`config.mk`:
```
export PLATFORM = sky130hd
export DESIGN_NAME = csm_nibble_seq_mult
export DESIGN_NICKNAME = d
export VERILOG_FILES = /design/src/rtl/csm_nibble_seq_mult.sv
export SDC_FILE = /design/constraint.sdc
export NUM_CORES = 1
export LEC_CHECK = 0
export CAP_MARGIN = 20
export CELL_PAD_IN_SITES_DETAIL_PLACEMENT = 1
export CELL_PAD_IN_SITES_GLOBAL_PLACEMENT = 1
export CORE_ASPECT_RATIO = 0.9
export CORE_MARGIN = 10
export CORE_UTILIZATION = 42
export DETAILED_ROUTE_END_ITERATION = 8
export PLACE_DENSITY = 0.81
export SETUP_SLACK_MARGIN = 0.3
export SLEW_MARGIN = 10
export SYNTH_ARGS = -nofsm -noshare
export SYNTH_HDL_FRONTEND = slang
export SYNTH_SLANG_ARGS = --single-unit
```
`constraint.sdc`:
```
create_clock -name clk -period 5.4 [get_ports clk]
set_input_delay 0.54 -clock clk [delete_from_list [all_inputs] [get_ports clk]]
set_output_delay 0.54 -clock clk [all_outputs]
set_load 0.03 [all_outputs]
```
`src/rtl/csm_nibble_seq_mult.sv`:
```
// csm_nibble_seq_mult: WIDTH x WIDTH unsigned multiplier, one nibble pair per clock.
// Optional CSM_SEQ_ZERO_SKIP_EN: zero operands bypass MULT and complete at once.

module multiCS4_v1 (
  input  logic [3:0] a,
  input  logic [3:0] b,
  output logic [7:0] p
);
  logic [3:0] s;
  logic [3:0] c;
  logic [3:0] sx;
  logic [3:0] ns;
  logic [3:0] nc;
  logic [3:0] fin;
  logic       y;

  // carry-save rows; sum bit 0 retires each row, carries stay unresolved
  always_comb begin
    p   = '0;
    s   = a & {4{b[0]}};
    c   = '0;
    sx  = '0;
    ns  = '0;
    nc  = '0;
    fin = '0;
    y   = 1'b0;
    for (int r = 1; r < 4; r++) begin
      p[r-1] = s[0];
      sx = {1'b0, s[3:1]};
      for (int k = 0; k < 4; k++) begin
        y     = a[k] & b[r];
        ns[k] = sx[k] ^ y ^ c[k];
        nc[k] = (sx[k] & y) | (sx[k] & c[k]) | (y & c[k]);
      end
      s = ns;
      c = nc;
    end
    p[3]   = s[0];
    fin    = {1'b0, s[3:1]} + c;
    p[7:4] = fin;
  end
endmodule

module csm_nibble_seq_mult #(
  parameter int WIDTH = 8
) (
  input  logic               clk,
  input  logic               rst_n,
  input  logic               in_valid,
  output logic               in_ready,
  input  logic [WIDTH-1:0]   factor1,
  input  logic [WIDTH-1:0]   factor2,
  output logic               out_valid,
  input  logic               out_ready,
  output logic [2*WIDTH-1:0] product,
  output logic               busy
);
  localparam int NIB = WIDTH / 4;
  localparam int CW  = (NIB > 1) ? $clog2(NIB) : 1;
  localparam int PW  = 2 * WIDTH;
  localparam logic [CW-1:0] LAST = CW'(NIB - 1);

  typedef enum logic [1:0] {IDLE, MULT, DONE} state_t;

  state_t           state_q;
  state_t           state_d;
  logic [WIDTH-1:0] f1_q;
  logic [WIDTH-1:0] f1_d;
  logic [WIDTH-1:0] f2_q;
  logic [WIDTH-1:0] f2_d;
  logic [PW-1:0]    acc_q;
  logic [PW-1:0]    acc_d;
  logic [PW-1:0]    prod_q;
  logic [PW-1:0]    prod_d;
  logic [PW-1:0]    term;
  logic [CW-1:0]    i_q;
  logic [CW-1:0]    i_d;
  logic [CW-1:0]    j_q;
  logic [CW-1:0]    j_d;
  logic [CW:0]      pos;
  logic [3:0]       nib_a;
  logic [3:0]       nib_b;
  logic [7:0]       pp8;
  logic             last;

  always_comb begin
    nib_a = '0;
    nib_b = '0;
    for (int k = 0; k < NIB; k++) begin
      if (i_q == CW'(k)) nib_a = f1_q[4*k +: 4];
      if (j_q == CW'(k)) nib_b = f2_q[4*k +: 4];
    end
  end

  multiCS4_v1 u_cs4 (
    .a (nib_a),
    .b (nib_b),
    .p (pp8)
  );

  // nibble pair (i,j) carries weight 16^(i+j)
  assign pos  = {1'b0, i_q} + {1'b0, j_q};
  assign term = PW'(pp8) << {pos, 2'b00};
  assign last = (i_q == LAST) && (j_q == LAST);

  always_ff @(posedge clk) begin
    if (!rst_n) begin
      state_q <= IDLE;
      f1_q    <= '0;
      f2_q    <= '0;
      acc_q   <= '0;
      prod_q  <= '0;
      i_q     <= '0;
      j_q     <= '0;
    end else begin
      state_q <= state_d;
      f1_q    <= f1_d;
      f2_q    <= f2_d;
      acc_q   <= acc_d;
      prod_q  <= prod_d;
      i_q     <= i_d;
      j_q     <= j_d;
    end
  end

  always_comb begin
    state_d = state_q;
    f1_d    = f1_q;
    f2_d    = f2_q;
    acc_d   = acc_q;
    prod_d  = prod_q;
    i_d     = i_q;
    j_d     = j_q;
    unique case (state_q)
      IDLE: begin
        if (in_valid) begin
          f1_d    = factor1;
          f2_d    = factor2;
          acc_d   = '0;
          i_d     = '0;
          j_d     = '0;
          state_d = MULT;
`ifdef CSM_SEQ_ZERO_SKIP_EN
          if (factor1 == '0 || factor2 == '0) begin
            state_d = DONE;
            prod_d  = '0;
          end
`endif
        end
      end
      MULT: begin
        acc_d = acc_q + term;
        if (j_q == LAST) begin
          j_d = '0;
          i_d = last ? '0 : i_q + CW'(1);
        end else begin
          j_d = j_q + CW'(1);
        end
        // product register only moves on DONE entry
        if (last) begin
          state_d = DONE;
          prod_d  = acc_q + term;
        end
      end
      DONE: begin
        if (out_ready) state_d = IDLE;
      end
      default: state_d = IDLE;
    endcase
  end

  assign in_ready  = (state_q == IDLE);
  assign out_valid = (state_q == DONE);
  assign busy      = (state_q != IDLE);
  assign product   = prod_q;

endmodule

```
Word-level counts from Yosys, hierarchy flattened
Cells that the tools add are included.
- bits in registers: 52
- bits in latches: 0
- memory bits (writable): 0
- ROM bits: 0
- output and inout bits: 19
- memories kept: 0
- add/sub/neg operators: 5
- multiply operators: 0
- divide/modulo/power cells: 0
- order comparisons: 0
- equal/unequal tests: 6
- shift operators: 1
- muxes and demuxes: 14
- bitwise logic cells: 61
- reduce and logical (&&, ||, !) cells: 9
- operators by type and width (cell ; number):
    1-bit bitwise AND ; 33
    16-bit one-hot mux with 2 select lines ; 1
    16-bit adder ; 1
    16-bit two-way mux ; 1
    8-bit by 4-bit left shift with 16-bit output ; 1
    1-bit XOR ; 15
    1-bit OR ; 12
    4-bit two-way mux ; 2
    2-bit two-way mux ; 3
    2-bit inequality test (second input constant) ; 3
    2-bit one-hot mux with 3 select lines ; 1
    2-bit AND reduction ; 3
    3-bit AND reduction ; 2
    3-bit by 3-bit adder with 4-bit output ; 1
    4-bit bitwise AND ; 1
    1-bit two-way mux ; 4
    1-bit one-hot mux with 2 select lines ; 2
    2-bit nonzero test ; 2
    1-bit adder (second input constant) ; 2
    1-bit by 1-bit adder with 2-bit output ; 1
    2-bit by 1-bit equality test with 1-bit output (second input constant) ; 1
    2-bit equality test (second input constant) ; 1
    2-bit zero test ; 1
    2-bit by 1-bit inequality test with 1-bit output (second input constant) ; 1
    1-bit logical AND ; 1

Depth between registers and ports, before layout
- depth in word-level cells: 13
- depth in mapped cells: 20
- mapped depth without buffers: 19

Hierarchy
From an unflattened synthesis, not the netlist that was laid out.
- cell total of the unflattened synthesis: 430
- area total of the unflattened synthesis: 3435.8 sq um
- by module, submodules not included (module ; instances ; cells an instance ; area each (sq um) ; sequential area each (sq um)):
    csm_nibble_seq_mult ; 1 ; 386 ; 3069.2 ; 1041.0
    multiCS4_v1 ; 1 ; 44 ; 366.6 ; 0.0

Worst setup path before layout
OpenSTA, ideal clock, no wires.
- path type: reg2reg
- from: register j_q
- to: register prod_q[14], in the netlist product[14]
- arrival: 4.669 ns
- path slack: 0.657 ns
- cell stages (with the launch flop): 19
- buffers on the path: 1
- path through: dfxtp_1 > clkbuf_1 > mux2i_1 > nor2_1 > ha_1 > fa_1 > inv_1 > fa_1 > inv_1 > ha_1 > fa_1 > mux2i_1 > nor2_1 > ha_1 > and3_1 > a221oi_2 > o31ai_2 > or3b_1 > a31oi_1
- longest elaborated chain between the ends: 12
- elaborated cells on any way between the ends: 68
- classes of those cells: add/sub (3); shift (1); mux (1); bitwise (61); reduce/logical (2)
- RTL lines (item ; RTL line ; text):
    start, declared ; 78 ; logic [CW-1:0] j_q;
    start signal, assigned ; 122 ; j_q <= j_d;
    4-bit two-way mux ; 91 ; if (j_q == CW'(k)) nib_b = f2_q[4*k +: 4];
    4-bit bitwise AND / 1-bit bitwise AND (equally long branches) ; 20, 31 ;
    1-bit XOR / 1-bit bitwise AND (equally long branches) ; 32, 33 ;
    1-bit bitwise AND ; 33 ; nc[k] = (sx[k] & y) | (sx[k] & c[k]) | (y & c[k]);
    1-bit OR (2 in series) ; 33 ;
    1-bit bitwise AND ; 33 ;
    1-bit OR (2 in series) ; 33 ;
    3-bit by 3-bit adder with 4-bit output ; 39 ; fin = {1'b0, s[3:1]} + c;
    8-bit by 4-bit left shift with 16-bit output ; 103 ; assign term = PW'(pp8) << {pos, 2'b00};
    16-bit adder ; 162 ; prod_d = acc_q + term;
    end signal, assigned ; 120 ; prod_q <= prod_d;
    end, declared ; 73 ; logic [PW-1:0] prod_q;
Several ways; a longest one is shown, not always the timed one.
A chain may end at the register's enable or synchronous reset.

Worst setup path in the final report
- from: register j_q
- to: register acc_q[14]
- longest elaborated chain between the ends: 13
- elaborated cells on any way between the ends: 67
- classes of those cells: add/sub (3); shift (1); mux (2); bitwise (61)
- RTL lines (item ; RTL line ; text):
    4-bit two-way mux ; 91 ;
    4-bit bitwise AND / 1-bit bitwise AND (equally long branches) ; 20, 31 ;
    1-bit XOR / 1-bit bitwise AND (equally long branches) ; 32, 33 ;
    1-bit bitwise AND ; 33 ;
    1-bit OR (2 in series) ; 33 ;
    1-bit bitwise AND ; 33 ;
    1-bit OR (2 in series) ; 33 ;
    3-bit by 3-bit adder with 4-bit output ; 39 ;
    8-bit by 4-bit left shift with 16-bit output (*) ; 103 ;
    16-bit adder (*) ; 152 ; acc_d = acc_q + term;
    16-bit one-hot mux with 2 select lines (*) ; 134 ; unique case (state_q)
    end signal, assigned ; 111 ; acc_q <= '0;
    end signal, assigned ; 119 ; acc_q <= acc_d;
    end, declared ; 71 ; logic [PW-1:0] acc_q;
Every way passes the cells marked *; elsewhere a longest branch is shown, timed or not.

==> out/qor.txt <==
number of synthesized flops with an enable pin: 0
M1 GR Usage: 0.228
final hold vios: 0
Distinct cells, synth: 55
H-tree levels: 2
busiest grt layer: met2
crit path DAT: 5.13 ns
Worst Setup Start Kind: flop
Buffers on Ports: 38
crit-path max FO: 8
Clock Latency Late Sink: 0.32 ns
status: complete, no violations
Final min period: 4.85 ns
Post-DP HPWL: 7.52 mm
antenna diode count: 0
met2 GRT Util: 0.260
initial antenna violation count: 0
initial DRC count: 153
CTS tree: built
Hold/Removal Path Class: reg2reg
Overall Power: 0.746 mW
top-area cell type share of the netlist area: 0.314
gr ovfl total: 0
Worst Clk Skew: 0.0150 ns
cell taking the most area after synthesis: dfxtp_1
Fin Setup TNS: 0 ns
post-CTS setup buffer count: 0
CP endpoint kind: flop
wire length per cell: 18.3 um
Longest Clk Path Bufs: 2
initial core utilization: 0.435
gpl congestion: 0.950
largest net degree at the start of global routing: 41
Final Max Slew Viols: 0
routed vias/inst: 5.81
antenna viol nets, final: 0
Hold Startpoint: product[5]$_SDFFE_PN0P_
worst hold endpoint: product[5]$_SDFFE_PN0P_
# clock sinks: 52
PD cells: 192 nW/um^2
final cell count without fillers: 547
CTS root buffer: clkbuf_8
M3 GR Usage: 0.0317
dominant synthesized flop cell: dfxtp_1
vias in the first global route: 3,300
synth top area cells: dfxtp_1 31%, nand2_1 8.7%, ha_1 8.3%
drt total wl: 9.99 mm
Synth warnings: 0
Seq cells post-synth: 52
Post-synth top cells: 77 x nand2_1, 52 x dfxtp_1, 50 x a21oi_1
most common cell in the netlist: nand2_1
sequential share of the synthesized area: 0.314
Reg2Reg Depth: 17
Hold Crit Depth: 2
dpl cells: 540
die area: 11,800 sq um
Residual DRC: 0
Max Cap Viol: 0
CP Class: reg2reg
proportion of layout cells with a drive suffix above 1: 0.0665
synthesized area: 3310 sq um
via count: 3,176
Die W: 114 um
RR Startpoint: j_q$_SDFFE_PN0P_
core area: 7620 sq um
LEAKAGE: 1.49 nW
row count: 30
period utilization: 0.899
syn_area_per_cell: 7.80 sq um
Slew @ Worst Pin: 0.919 ns
worst slack at placement: 0.293 ns
final net count: 501
DRT Pass-1 Iters: 4
final setup vio count: 0
endpoint of the worst register-to-register path: acc_q[14]$_SDFFE_PN0P_
IO Count: 39
maximum VDD drop: 111 uV
first-pass GRT wire length: 16.6 mm
clk slew on worst S/H paths: 0.11 ns
CP required: 5.67 ns
Hold Buf Count CTS: 0
Async S/R FF share, synth: 0
Worst slew margin: 0.386
TritonCTS Buffers: 5
Die Ht: 104 um
Syn-to-layout area delta: 16.9%
Synthesized Nets: 475
GRT Util Overall: 0.167
unrepaired setup endpoints after global routing: false
Synth Instances: 425
fmax: 0.206 GHz
R2R Setup Slk: 0.55 ns
final worst slack: 0.546 ns
worst max-delay path: stages, from the launching register on:
cell,delay [ns]
dfxtp_4,0.44
mux2i_4,0.31
nor2_1,0.08
ha_1,0.32
fa_1,0.53
inv_1,0.05
fa_1,0.41
inv_1,0.07
ha_1,0.18
fa_1,0.44
mux2i_1,0.26
nor2_1,0.08
ha_1,0.42
and3_1,0.23
a221oi_4,0.10
o31ai_2,0.42
mux2_2,0.40
nand3_1,0.06
cell families after synthesis:
logic type | share of synthesized area
simple gates | 0.241
compound gates | 0.202
mux | 0.0336
xor+xnor | 0.0264
fa+ha+maj | 0.131
flops | 0.314
buf+inv | 0.0517
metal layers:
metal	vias to the layer above	share of wire	routed length (um)
li1	1538	-	-
met1	1563	0.47	4750
met2	65	0.47	4670
met3	10	0.045	454
met4	0	0.012	121
met5	-	0	0
cell usage in the layout (no fill, tap or decap), types with 6 or more instances in the layout:
master / instances
inv_1: 12
dfxtp_1: 50
nand3_1: 22
nor3_1: 6
mux2i_1: 6
xnor2_1: 6
o21ai_0: 18
nand2_1: 77
ha_1: 22
nor2_1: 43
clkdlybuf4s50_1: 38
fa_1: 8
o211ai_1: 7
a21oi_1: 50
flip-flops by register name (all words and copies together), names as in the netlist:
signal   count
f1_q         8
state_q      2
product     16
acc_q       16
i_q          1
f2_q         8
j_q          1
final cells by class:
| class | count | area [sq um] |
|---|---|---|
| inverter | 13 | 48.8 |
| fill | 959 | 3740 |
| timing repair buffer | 41 | 403 |
| multi-input combinational | 338 | 2170 |
| clock buffer | 5 | 68.8 |
| clock inverter | 2 | 12.5 |
| tap | 96 | 120 |
| sequential | 52 | 1050 |
where the power goes:
| group | total [mW] | leakage, nW | internal [mW] | switching, mW |
|---|---|---|---|---|
| clock | 0.226 | 0.0400 | 0.0883 | 0.138 |
| sequential | 0.404 | 0.423 | 0.393 | 0.0106 |
| combinational | 0.115 | 1.03 | 0.0446 | 0.0708 |
per-stage QoR:
stage                     cell area, sq um  utilization  hold slack [ns]
after CTS                             3800        0.499            0.470
final                                 3870        0.509            0.464
after floorplan                       3310            -            0.432
after global routing                  3870        0.509            0.489
after detailed placement              3710        0.488            0.455
after global placement                3710        0.488            0.443
worst max-delay path by stage:
stage,start,endpoint,cells after the start
after detailed placement,j_q$_SDFFE_PN0P_,product[14]$_SDFFE_PN0P_,17
after global placement,i_q$_SDFFE_PN0P_,product[14]$_SDFFE_PN0P_,17
final,j_q$_SDFFE_PN0P_,acc_q[14]$_SDFFE_PN0P_,17
after floorplan,j_q$_SDFFE_PN0P_,product[14]$_SDFFE_PN0P_,18
after global routing,j_q$_SDFFE_PN0P_,product[14]$_SDFFE_PN0P_,17
after CTS,i_q$_SDFFE_PN0P_,product[14]$_SDFFE_PN0P_,17
repair_timing:
action | CTS | global route
setup endpoints to repair | 3 | 18
resized for setup | 2 | 13
pin swaps | 0 | 1
Power figures use the tool's default switching activity.
